==> src/rtl/y86_pkg.sv <==
// Shared Y86-64 definitions for the SEQ sequencer: instruction codes, status
// encoding, sequencer states and next-PC select.
package y86_pkg;

  localparam logic [3:0] IHALT   = 4'h0;
  localparam logic [3:0] INOP    = 4'h1;
  localparam logic [3:0] IRRMOVQ = 4'h2;
  localparam logic [3:0] IIRMOVQ = 4'h3;
  localparam logic [3:0] IRMMOVQ = 4'h4;
  localparam logic [3:0] IMRMOVQ = 4'h5;
  localparam logic [3:0] IOPQ    = 4'h6;
  localparam logic [3:0] IJXX    = 4'h7;
  localparam logic [3:0] ICALL   = 4'h8;
  localparam logic [3:0] IRET    = 4'h9;
  localparam logic [3:0] IPUSHQ  = 4'hA;
  localparam logic [3:0] IPOPQ   = 4'hB;

  localparam logic [1:0] STAT_AOK = 2'd0;
  localparam logic [1:0] STAT_HLT = 2'd1;
  localparam logic [1:0] STAT_ADR = 2'd2;
  localparam logic [1:0] STAT_INS = 2'd3;

  typedef enum logic [2:0] {
    S_IDLE, S_FETCH, S_DECODE, S_EXECUTE, S_MEMORY, S_WRITEBACK, S_PCUPD, S_STOP
  } state_t;

  typedef enum logic [1:0] {
    PC_SEL_VALP, PC_SEL_VALC, PC_SEL_VALM
  } pc_sel_t;

  // Instructions that touch data memory and therefore need the MEMORY stage.
  function automatic logic is_mem_icode(input logic [3:0] ic);
    return (ic == IRMMOVQ) || (ic == IMRMOVQ) || (ic == ICALL) ||
           (ic == IRET) || (ic == IPUSHQ) || (ic == IPOPQ);
  endfunction

endpackage

==> src/rtl/y86_pc_select.sv <==
// Combinational next-PC mux: call and taken jumps go to valC, ret to valM,
// everything else falls through to valP.
module y86_pc_select
  import y86_pkg::*;
(
  input  logic [3:0]  icode,
  input  logic        cnd,
  input  logic [63:0] valC,
  input  logic [63:0] valP,
  input  logic [63:0] valM,
  output logic [63:0] new_pc
);

  pc_sel_t pc_sel;

  always_comb begin
    pc_sel = PC_SEL_VALP;
    if ((icode == ICALL) || ((icode == IJXX) && cnd)) begin
      pc_sel = PC_SEL_VALC;
    end else if (icode == IRET) begin
      pc_sel = PC_SEL_VALM;
    end
  end

  always_comb begin
    new_pc = valP;
    case (pc_sel)
      PC_SEL_VALC: new_pc = valC;
      PC_SEL_VALM: new_pc = valM;
      default:     new_pc = valP;
    endcase
  end

endmodule

==> src/rtl/y86_seq_ctrl.sv <==
// Multi-cycle stage sequencer for the Y86-64 SEQ core: steps one stage per
// clock, owns the PC and retire count, and freezes with a status on faults.
module y86_seq_ctrl
  import y86_pkg::*;
#(
  parameter logic [63:0] RESET_PC    = 64'd0,
  parameter int          MEM_TIMEOUT = 15
) (
  input  logic        clk,
  input  logic        rst,
  input  logic        start,
  input  logic [3:0]  icode,
  input  logic        cnd,
  input  logic [63:0] valC,
  input  logic [63:0] valP,
  input  logic [63:0] valM,
  input  logic        instruct_err,
  input  logic        mem_err,
  input  logic        mem_ready,
  output logic [63:0] pc,
  output logic        fetch_en,
  output logic        decode_en,
  output logic        exec_en,
  output logic        mem_en,
  output logic        wb_en,
  output logic        cc_we,
  output logic [1:0]  stat,
  output logic        halted,
  output logic [31:0] retired
);

  localparam int WAIT_W = $clog2(MEM_TIMEOUT + 1);

  state_t            state_reg, state_next;
  logic [1:0]        stat_reg, stat_next;
  logic [63:0]       pc_reg, pc_next;
  logic [31:0]       retired_reg, retired_next;
  logic [WAIT_W-1:0] wait_reg, wait_next;
  logic [63:0]       new_pc;

  y86_pc_select u_pc_select (
    .icode  (icode),
    .cnd    (cnd),
    .valC   (valC),
    .valP   (valP),
    .valM   (valM),
    .new_pc (new_pc)
  );

  always_ff @(posedge clk) begin
    if (rst) begin
      state_reg   <= S_IDLE;
      stat_reg    <= STAT_AOK;
      pc_reg      <= RESET_PC;
      retired_reg <= 32'd0;
      wait_reg    <= '0;
    end else begin
      state_reg   <= state_next;
      stat_reg    <= stat_next;
      pc_reg      <= pc_next;
      retired_reg <= retired_next;
      wait_reg    <= wait_next;
    end
  end

  always_comb begin
    state_next   = state_reg;
    stat_next    = stat_reg;
    pc_next      = pc_reg;
    retired_next = retired_reg;
    wait_next    = wait_reg;
    case (state_reg)
      S_IDLE: begin
        if (start) state_next = S_FETCH;
      end
      S_FETCH: begin
        // Invalid instruction outranks an address fault in the same cycle.
        if (instruct_err) begin
          stat_next  = STAT_INS;
          state_next = S_STOP;
        end else if (mem_err) begin
          stat_next  = STAT_ADR;
          state_next = S_STOP;
        end else if (icode == IHALT) begin
          stat_next  = STAT_HLT;
          state_next = S_STOP;
        end else begin
          state_next = S_DECODE;
        end
      end
      S_DECODE: state_next = S_EXECUTE;
      S_EXECUTE: begin
        wait_next  = '0;
        state_next = is_mem_icode(icode) ? S_MEMORY : S_WRITEBACK;
      end
      S_MEMORY: begin
        // A ready on the last allowed cycle still completes the access.
        if (mem_err) begin
          stat_next  = STAT_ADR;
          state_next = S_STOP;
          wait_next  = '0;
        end else if (mem_ready) begin
          state_next = S_WRITEBACK;
          wait_next  = '0;
        end else if (wait_reg == WAIT_W'(MEM_TIMEOUT - 1)) begin
          stat_next  = STAT_ADR;
          state_next = S_STOP;
          wait_next  = '0;
        end else begin
          wait_next = wait_reg + 1'b1;
        end
      end
      S_WRITEBACK: state_next = S_PCUPD;
      S_PCUPD: begin
        pc_next      = new_pc;
        retired_next = retired_reg + 32'd1;
        state_next   = S_FETCH;
      end
      S_STOP: state_next = S_STOP;
      default: state_next = S_IDLE;
    endcase
  end

  assign fetch_en  = (state_reg == S_FETCH);
  assign decode_en = (state_reg == S_DECODE);
  assign exec_en   = (state_reg == S_EXECUTE);
  assign mem_en    = (state_reg == S_MEMORY);
  assign wb_en     = (state_reg == S_WRITEBACK);
  assign cc_we     = (state_reg == S_EXECUTE) && (icode == IOPQ);
  assign pc        = pc_reg;
  assign stat      = stat_reg;
  assign halted    = (stat_reg != STAT_AOK);
  assign retired   = retired_reg;

endmodule
==> config.mk <==
export PLATFORM = sky130hd
export DESIGN_NAME = y86_seq_ctrl
export DESIGN_NICKNAME = d
export VERILOG_FILES = /design/src/rtl/y86_pkg.sv /design/src/rtl/y86_pc_select.sv /design/src/rtl/y86_seq_ctrl.sv
export SDC_FILE = /design/constraint.sdc
export NUM_CORES = 1
export LEC_CHECK = 0
export ABC_AREA = 1
export CAP_MARGIN = 30
export CELL_PAD_IN_SITES_DETAIL_PLACEMENT = 1
export CELL_PAD_IN_SITES_GLOBAL_PLACEMENT = 1
export CORE_MARGIN = 8
export CORE_UTILIZATION = 45
export DETAILED_ROUTE_END_ITERATION = 12
export DONT_BUFFER_PORTS = 1
export PLACE_DENSITY_LB_ADDON = 0.1
export SLEW_MARGIN = 20
export SYNTH_ARGS = -nofsm -noshare
export SYNTH_HDL_FRONTEND = slang
export SYNTH_HIERARCHICAL = 1
export SYNTH_SLANG_ARGS = --single-unit
==> constraint.sdc <==
create_clock -name clk -period 3.14 [get_ports clk]
set_clock_uncertainty 0.15 [all_clocks]
set_input_delay 0.628 -clock clk [delete_from_list [all_inputs] [get_ports clk]]
set_output_delay 0.628 -clock clk [all_outputs]
set_load 0.005 [all_outputs]
==> out/metrics.csv, run 1 <==
metric,value,unit
run status,completed,
share of the synthesized area in compound gates (AO/OA/AOI/OAI),8.89,%
Cells after DPL,1093,
die boundary width,131,microns
number of setup violations in the final report,0,
reported max-cap violation count,0,
switching share of power,30.7,%
cell at the root of the clock tree,sky130_fd_sc_hd__clkbuf_16,
DR DRC count,0,
setup slack on the worst flop-to-flop path,1.17,ns
placer congestion estimate,0.861,
Pwr Total,0.00321,W
Post-Layout Inst Area,6320,sq um
layout overhead on the synthesized area,5.43,%
portion of the post-synthesis area used by sequential elements,35.1,%
CP Data Arrival Time,1.61,ns
timing-limited maximum frequency,0.419,GHz
DR iter-0 viols,391,
leakage dissipation,2.46,nW
"Max FO, Critical Path",6,
non-filler instance count after layout,1109,
DP Area,6030,sq um
synthesized-area fraction occupied by and/or/nand/nor cells,45.4,%
post-synth design cell area,5990,sq um
total gr overflow,0,
count of flip-flops with a built-in enable after synthesis,0,
Min-Delay Path Class,in -> reg,
post-cts sizing count,0,
total I/O pin count,308,
hold-fix buffer count after cts,0,
portion of netlist area occupied by mux cells,0,%
Total Die Area,17300,sq um
Port Buffer Count,0,
Tot GR Track Use,26.7,%
Cell Rows,42,
startpoint of the most critical setup path,state_reg[1]$_SDFFE_PP0P_,
setup total negative slack,0,ns
number of instances in the synthesized netlist,967,
Synth Area in XOR/XNOR,0.877,%
"FFs w/ async S/R, synth",0,%
clock tree from TritonCTS,built,
final worst-path cycle share,75.9,%
hpwl dp,18.0,mm
Synth Register Bits,105,
Final Hold Vio Count,0,
number of routed nets with antenna violations,0,
Flop pwr share,46.8,%
diode count,0,
y dimension of the die,131,microns
Post-Synthesis Net Count,1173,
maximum clock path buffer count,2,
flip-flop count of the largest register after layout,64,
critical path launch point type,flop,
switching component of the power,0.000985,W
adder and majority gate portion of the synthesized area,0.626,%
global-route wire length before repair,37.5,mm
fraction of layout cells with a size suffix above 1,4.29,%
post-CTS setup buffer count,0,
Worst Min Path Start,rst,
wire length per cell after detailed routing,21.5,microns
Initial Util,45.6,%
final number of max-transition violations,0,
via count of the first global-routing pass,6751,
initial antenna violation count,0,
combinational family with the most area after synthesis,simple AND/OR/NAND/NOR gates,
via/cell ratio,5.85,
clock network power share,35.8,%
final wirelength,23.8,mm
number of unique standard cell types used by synthesis,29,
number of buffers created by CTS,9,
CP endpoint kind,output port,
clock network latency to the later pin of the worst-skew pair,0.35,ns
Period minus WS final,2.38,ns
via count,6489,
power per unit of standard cell area,508,nW/um^2
RSZ-0062 raised after global routing,no,
actual slew at the worst max-slew pin,0.728,ns
startpoint of the lowest-slack register-to-register path,retired[1]$_SDFFE_PP0N_,
deepest level of the CTS H-tree,3,
critical path class,reg -> out,
Core Region,13100,sq um
1st-pass router iterations,4,
mean area per synthesized cell,6.20,sq um
Synth Warn #,6,
clock sink total,105,
worst slew slack as a fraction of its limit,51.5,%
"Net count, final",1134,
data required time of the worst path,2.36,ns
cell-internal power,0.00222,W
largest net degree at the start of global routing,83,
Clock transition at path regs,0.07,ns
maximum vdd drop,0.265,mV
combinational fraction of design power,17.4,%
most instantiated flip-flop cell in the synthesis netlist,sky130_fd_sc_hd__dfxtp_1,
-- metrics by stage --
step | hold slack [ns] | util [%] | worst slack (ns)
3_3_place_gp | 0.321 | 45.9 | 1.04
6_report | 0.195 | 48.1 | 0.755
5_1_grt | 0.183 | 48.1 | 0.644
2_1_floorplan | 0.304 | - | 1.30
4_1_cts | 0.187 | 48.1 | 0.735
3_5_place_dp | 0.329 | 45.9 | 0.955
-- path summary, 6_finish.rpt --
kind	to	cells after the start
hold / removal	retired[7]$_SDFFE_PP0N_	1
setup reg to reg	retired[26]$_SDFFE_PP0N_	8
hold reg to reg	pc[56]$_SDFFE_PP0N_	2
setup / recovery	cc_we	4
-- synthesized netlist by cell type, drive strengths merged, types with 2 or more instances --
master  count  share of area (%)
nand2     310                 20
nand3     216                 18
dfxtp     105                 35
a21oi      84                7.0
nor2       74                5.4
inv        72                4.5
buf        44                3.9
o21ai      15                1.3
clkbuf     13               0.81
nand4      12                1.3
nor3        5               0.42
xor2        5               0.73
ha          3               0.63
o21a        2               0.25
-- power groups by stage --
stage / clock network (W) / logic (W) / registers, W
floorplan: 0 / 0.000457 / 0.00150
global placement: 0 / 0.000527 / 0.00153
detailed placement: 0 / 0.000562 / 0.00153
CTS: 0.00117 / 0.000565 / 0.00150
global route: 0.00121 / 0.000641 / 0.00151
finish: 0.00115 / 0.000559 / 0.00150
-- placed cells by master, fill, tap and decap left out, drive strengths merged --
cell	netlist	layout
clkbuf	13	13
buf	44	7
bufinv	0	1
nand4	12	12
dfxtp	105	105
xor2	5	5
clkinv	0	2
nand3	216	216
o21ai	15	15
nor2	74	74
a21oi	84	84
nor4b	1	1
xnor2	1	1
a31oi	1	1
nor3	5	5
o21a	2	2
inv	72	72
nand2	310	310
o211ai	1	1
nor3b	1	1
ha	3	3
nand3b	1	1
o2111ai	1	1
-- per-layer routing --
layer  vias up  routed length [microns]  track usage [%]
met5         -                        0                0
met4         0                      820             11.7
met3        50                     2190             9.95
met2       239                    11900             46.7
met1      3124                     8970             28.2
li1       3076                        -                -
-- final cells by class --
type                            instances  area, sq um
Sequential cell                       105         2100
Tap cell                              176          220
Timing Repair Buffer                    7         77.6
Clock buffer                           13          250
Fill cell                            1806         6820
Multi-Input combinational cell        733         3360
Inverter                               72          270
Clock inverter                          3         40.0
-- kinds of logic (layout without fill, tap and decap cells) --
| kind of cell | after synthesis | after routing |
|---|---|---|
| compound gates | 104 | 104 |
| xor+xnor | 6 | 6 |
| fa+ha+maj | 3 | 3 |
| buf+inv | 129 | 95 |
| flops | 105 | 105 |
| simple gates | 620 | 620 |
-- worst max-delay path, cell delays in order (launching register included) --
cell and delay [ns]:
sky130_fd_sc_hd__dfxtp_1 0.47, sky130_fd_sc_hd__nand2_1 0.16, sky130_fd_sc_hd__inv_1 0.10, sky130_fd_sc_hd__nand2_1 0.10
sky130_fd_sc_hd__nor4b_1 0.43
Power figures use the tool's default switching activity.
==> inputs of run 2 (changes only) <==
--- a/config.mk
+++ b/config.mk
@@ -10,7 +10,7 @@
 export CELL_PAD_IN_SITES_DETAIL_PLACEMENT = 1
 export CELL_PAD_IN_SITES_GLOBAL_PLACEMENT = 1
 export CORE_MARGIN = 8
-export CORE_UTILIZATION = 45
+export CORE_UTILIZATION = 42
 export DETAILED_ROUTE_END_ITERATION = 12
 export DONT_BUFFER_PORTS = 1
 export PLACE_DENSITY_LB_ADDON = 0.1
==> constraint.sdc (replaced) <==
create_clock -name clk -period 2.5 [get_ports clk]
set_clock_uncertainty 0.15 [all_clocks]
set_input_delay 0.5 -clock clk [delete_from_list [all_inputs] [get_ports clk]]
set_output_delay 0.5 -clock clk [all_outputs]
set_load 0.005 [all_outputs]
==> out/metrics.csv, run 2 (synthesis results as in run 1) <==
metric,value,unit,change
deepest level of the CTS H-tree,3,,unchanged
area of combinational cells with multiple inputs,3360,sq um,unchanged
final number of max-transition violations,0,,unchanged
critical path launch point type,flop,,unchanged
setup total negative slack,0,ns,unchanged
Core Region,13900,sq um,was 13100 sq um
clock network power share,37.4,%,was 35.8%
switching share of power,30.7,%,about the same
number of setup violations in the final report,0,,unchanged
DR DRC count,0,,unchanged
"leading cell types in the layout, fill and taps excluded","303 x sky130_fd_sc_hd__nand2_1, 215 x sky130_fd_sc_hd__nand3_1, 105 x sky130_fd_sc_hd__dfxtp_1",,unchanged
timing-limited maximum frequency,0.446,GHz,
clock sink total,105,,unchanged
Total Die Area,18400,sq um,was 17300 sq um
total I/O pin count,308,,unchanged
family with the most delay on the worst path,simple AND/OR/NAND/NOR gates,,unchanged
Flop pwr share,45.5,%,was 46.8%
Initial Util,43.0,%,was 45.6%
post-CTS setup buffer count,0,,unchanged
DR iter-0 viols,372,,was 391
data required time of the worst path,1.85,ns,was 2.36 ns
Port Buffer Count,0,,unchanged
Tot GR Track Use,25.3,%,was 26.7%
leakage dissipation,2.49,nW,was 2.46 nW
flip-flop count of the largest register after layout,64,,unchanged
placer congestion estimate,0.818,,was 0.861
CP endpoint kind,output port,,unchanged
CP cell instances,"nand2_1, inv_1, nand2_1, nor4b_1",,unchanged
via count,6470,,was 6489
run status,completed,,unchanged
switching component of the power,0.00127,W,was 0.000985 W
layout overhead on the synthesized area,6.28,%,was 5.43%
via count of the first global-routing pass,6654,,was 6751
post-cts sizing count,0,,unchanged
die boundary width,135,microns,was 131 microns
reported max-cap violation count,0,,unchanged
largest net degree at the start of global routing,83,,unchanged
combinational fraction of design power,17.1,%,was 17.4%
fraction of layout cells with a size suffix above 1,4.90,%,was 4.29%
number of routed nets with antenna violations,0,,unchanged
delay of the slowest critical-path stage,0.48,ns,was 0.47 ns
final wirelength,24.0,mm,was 23.8 mm
worst slew slack as a fraction of its limit,51.0,%,was 51.5%
Period minus WS final,2.24,ns,
WP buf/inv,1,,unchanged
"Net count, final",1139,,was 1134
CP Data Arrival Time,1.59,ns,was 1.61 ns
global-route wire length before repair,36.8,mm,was 37.5 mm
via/cell ratio,5.79,,was 5.85
Clock transition at path regs,0.07,ns,about the same
Cell Rows,43,,was 42
actual slew at the worst max-slew pin,0.734,ns,was 0.728 ns
Pwr Total,0.00414,W,was 0.00321 W
initial antenna violation count,0,,unchanged
slowest cell on the critical path,sky130_fd_sc_hd__nor4b_1,,was sky130_fd_sc_hd__dfxtp_1
wire length per cell after detailed routing,21.5,microns,about the same
"Max FO, Critical Path",6,,unchanged
power per unit of standard cell area,650,nW/um^2,was 508 nW/um^2
y dimension of the die,135,microns,was 131 microns
register area,2100,sq um,unchanged
Final Hold Vio Count,0,,unchanged
RSZ-0062 raised after global routing,no,,unchanged
Min-Delay Path Class,in -> reg,,unchanged
"most common cell after layout, fill and taps aside",sky130_fd_sc_hd__nand2_1,,unchanged
clock tree from TritonCTS,built,,unchanged
final worst-path cycle share,89.7,%,
critical path class,reg -> out,,unchanged
cell-internal power,0.00287,W,was 0.00222 W
"most used cell, CP",sky130_fd_sc_hd__nand2_1,,unchanged
number of buffers created by CTS,9,,unchanged
cell at the root of the clock tree,sky130_fd_sc_hd__clkbuf_16,,unchanged
hold-fix buffer count after cts,0,,unchanged
diode count,0,,unchanged
maximum vdd drop,0.324,mV,was 0.265 mV
hpwl dp,18.4,mm,was 18.0 mm
1st-pass router iterations,4,,unchanged
total gr overflow,0,,unchanged
count of filler cells inserted in the layout,1890,,was 1806
maximum clock path buffer count,2,,unchanged
clock network latency to the later pin of the worst-skew pair,0.35,ns,about the same
[run 2: power groups by stage]
| stage | clock network [W] | logic [W] | registers, W |
|---|---|---|---|
| 5_1_grt | 0.00163 | 0.000808 | 0.00190 |
| 3_5_place_dp | 0 | 0.000713 | 0.00193 |
| 6_report | 0.00155 | 0.000708 | 0.00189 |
| 3_3_place_gp | 0 | 0.000670 | 0.00192 |
| 2_1_floorplan | 0 | 0.000574 | 0.00189 |
| 4_1_cts | 0.00158 | 0.000714 | 0.00189 |
[run 2: path summary, 6_finish.rpt]
path | from | to | slack, ns | cells after the start
max | state_reg[0]$_SDFFE_PP0P_ | cc_we | 0.26 | 4
min | rst | retired[15]$_SDFFE_PP0N_ | 0.07 | 1
max reg2reg | retired[1]$_SDFFE_PP0N_ | retired[22]$_SDFFE_PP0N_ | 0.53 | 9
min reg2reg | wait_reg[2]$_SDFFE_PP0P_ | wait_reg[2]$_SDFFE_PP0P_ | 0.34 | 2
[run 2: through the flow]
stage / setup WS [ns] / hold slack, ns / utilization (%) / cells / cell area, sq um
2_1_floorplan: 0.910 / 0.304 / - / 967 / 5990
6_report: 0.258 / 0.0684 / 45.7 / 1118 / 6370
3_3_place_gp: 0.569 / 0.322 / 43.5 / 1102 / 6060
3_5_place_dp: 0.491 / 0.330 / 43.5 / 1102 / 6060
5_1_grt: 0.146 / 0.0544 / 45.7 / 1118 / 6370
4_1_cts: 0.249 / 0.0569 / 45.7 / 1118 / 6370
[run 2: worst reg2reg max path: cells and delay by family (launching register included)]
| family | cells | cell delay (ns) |
|---|---|---|
| and+or+nand+nor | 8 | 1.01 |
| DFF | 1 | 0.50 |
| adders and majority gates | 1 | 0.25 |
[run 2: area by class of cell]
type | count | share of cell area, %
sequential | 105 | 33.0
clock buffer | 11 | 3.65
clock inverter | 5 | 1.24
multi-input combinational | 733 | 52.7
tap | 180 | 3.53
inverter | 72 | 4.24
timing repair buffer | 12 | 1.61
[run 2: routing by layer]
metal	routed length (microns)	share of wire, %	GRT usage, %	vias up
li1	-	-	-	3091
met5	0	0	0	-
met2	12100	50	43.4	237
met4	616	2.6	9.87	0
met1	9250	38	27.9	3107
met3	2080	8.7	9.53	35
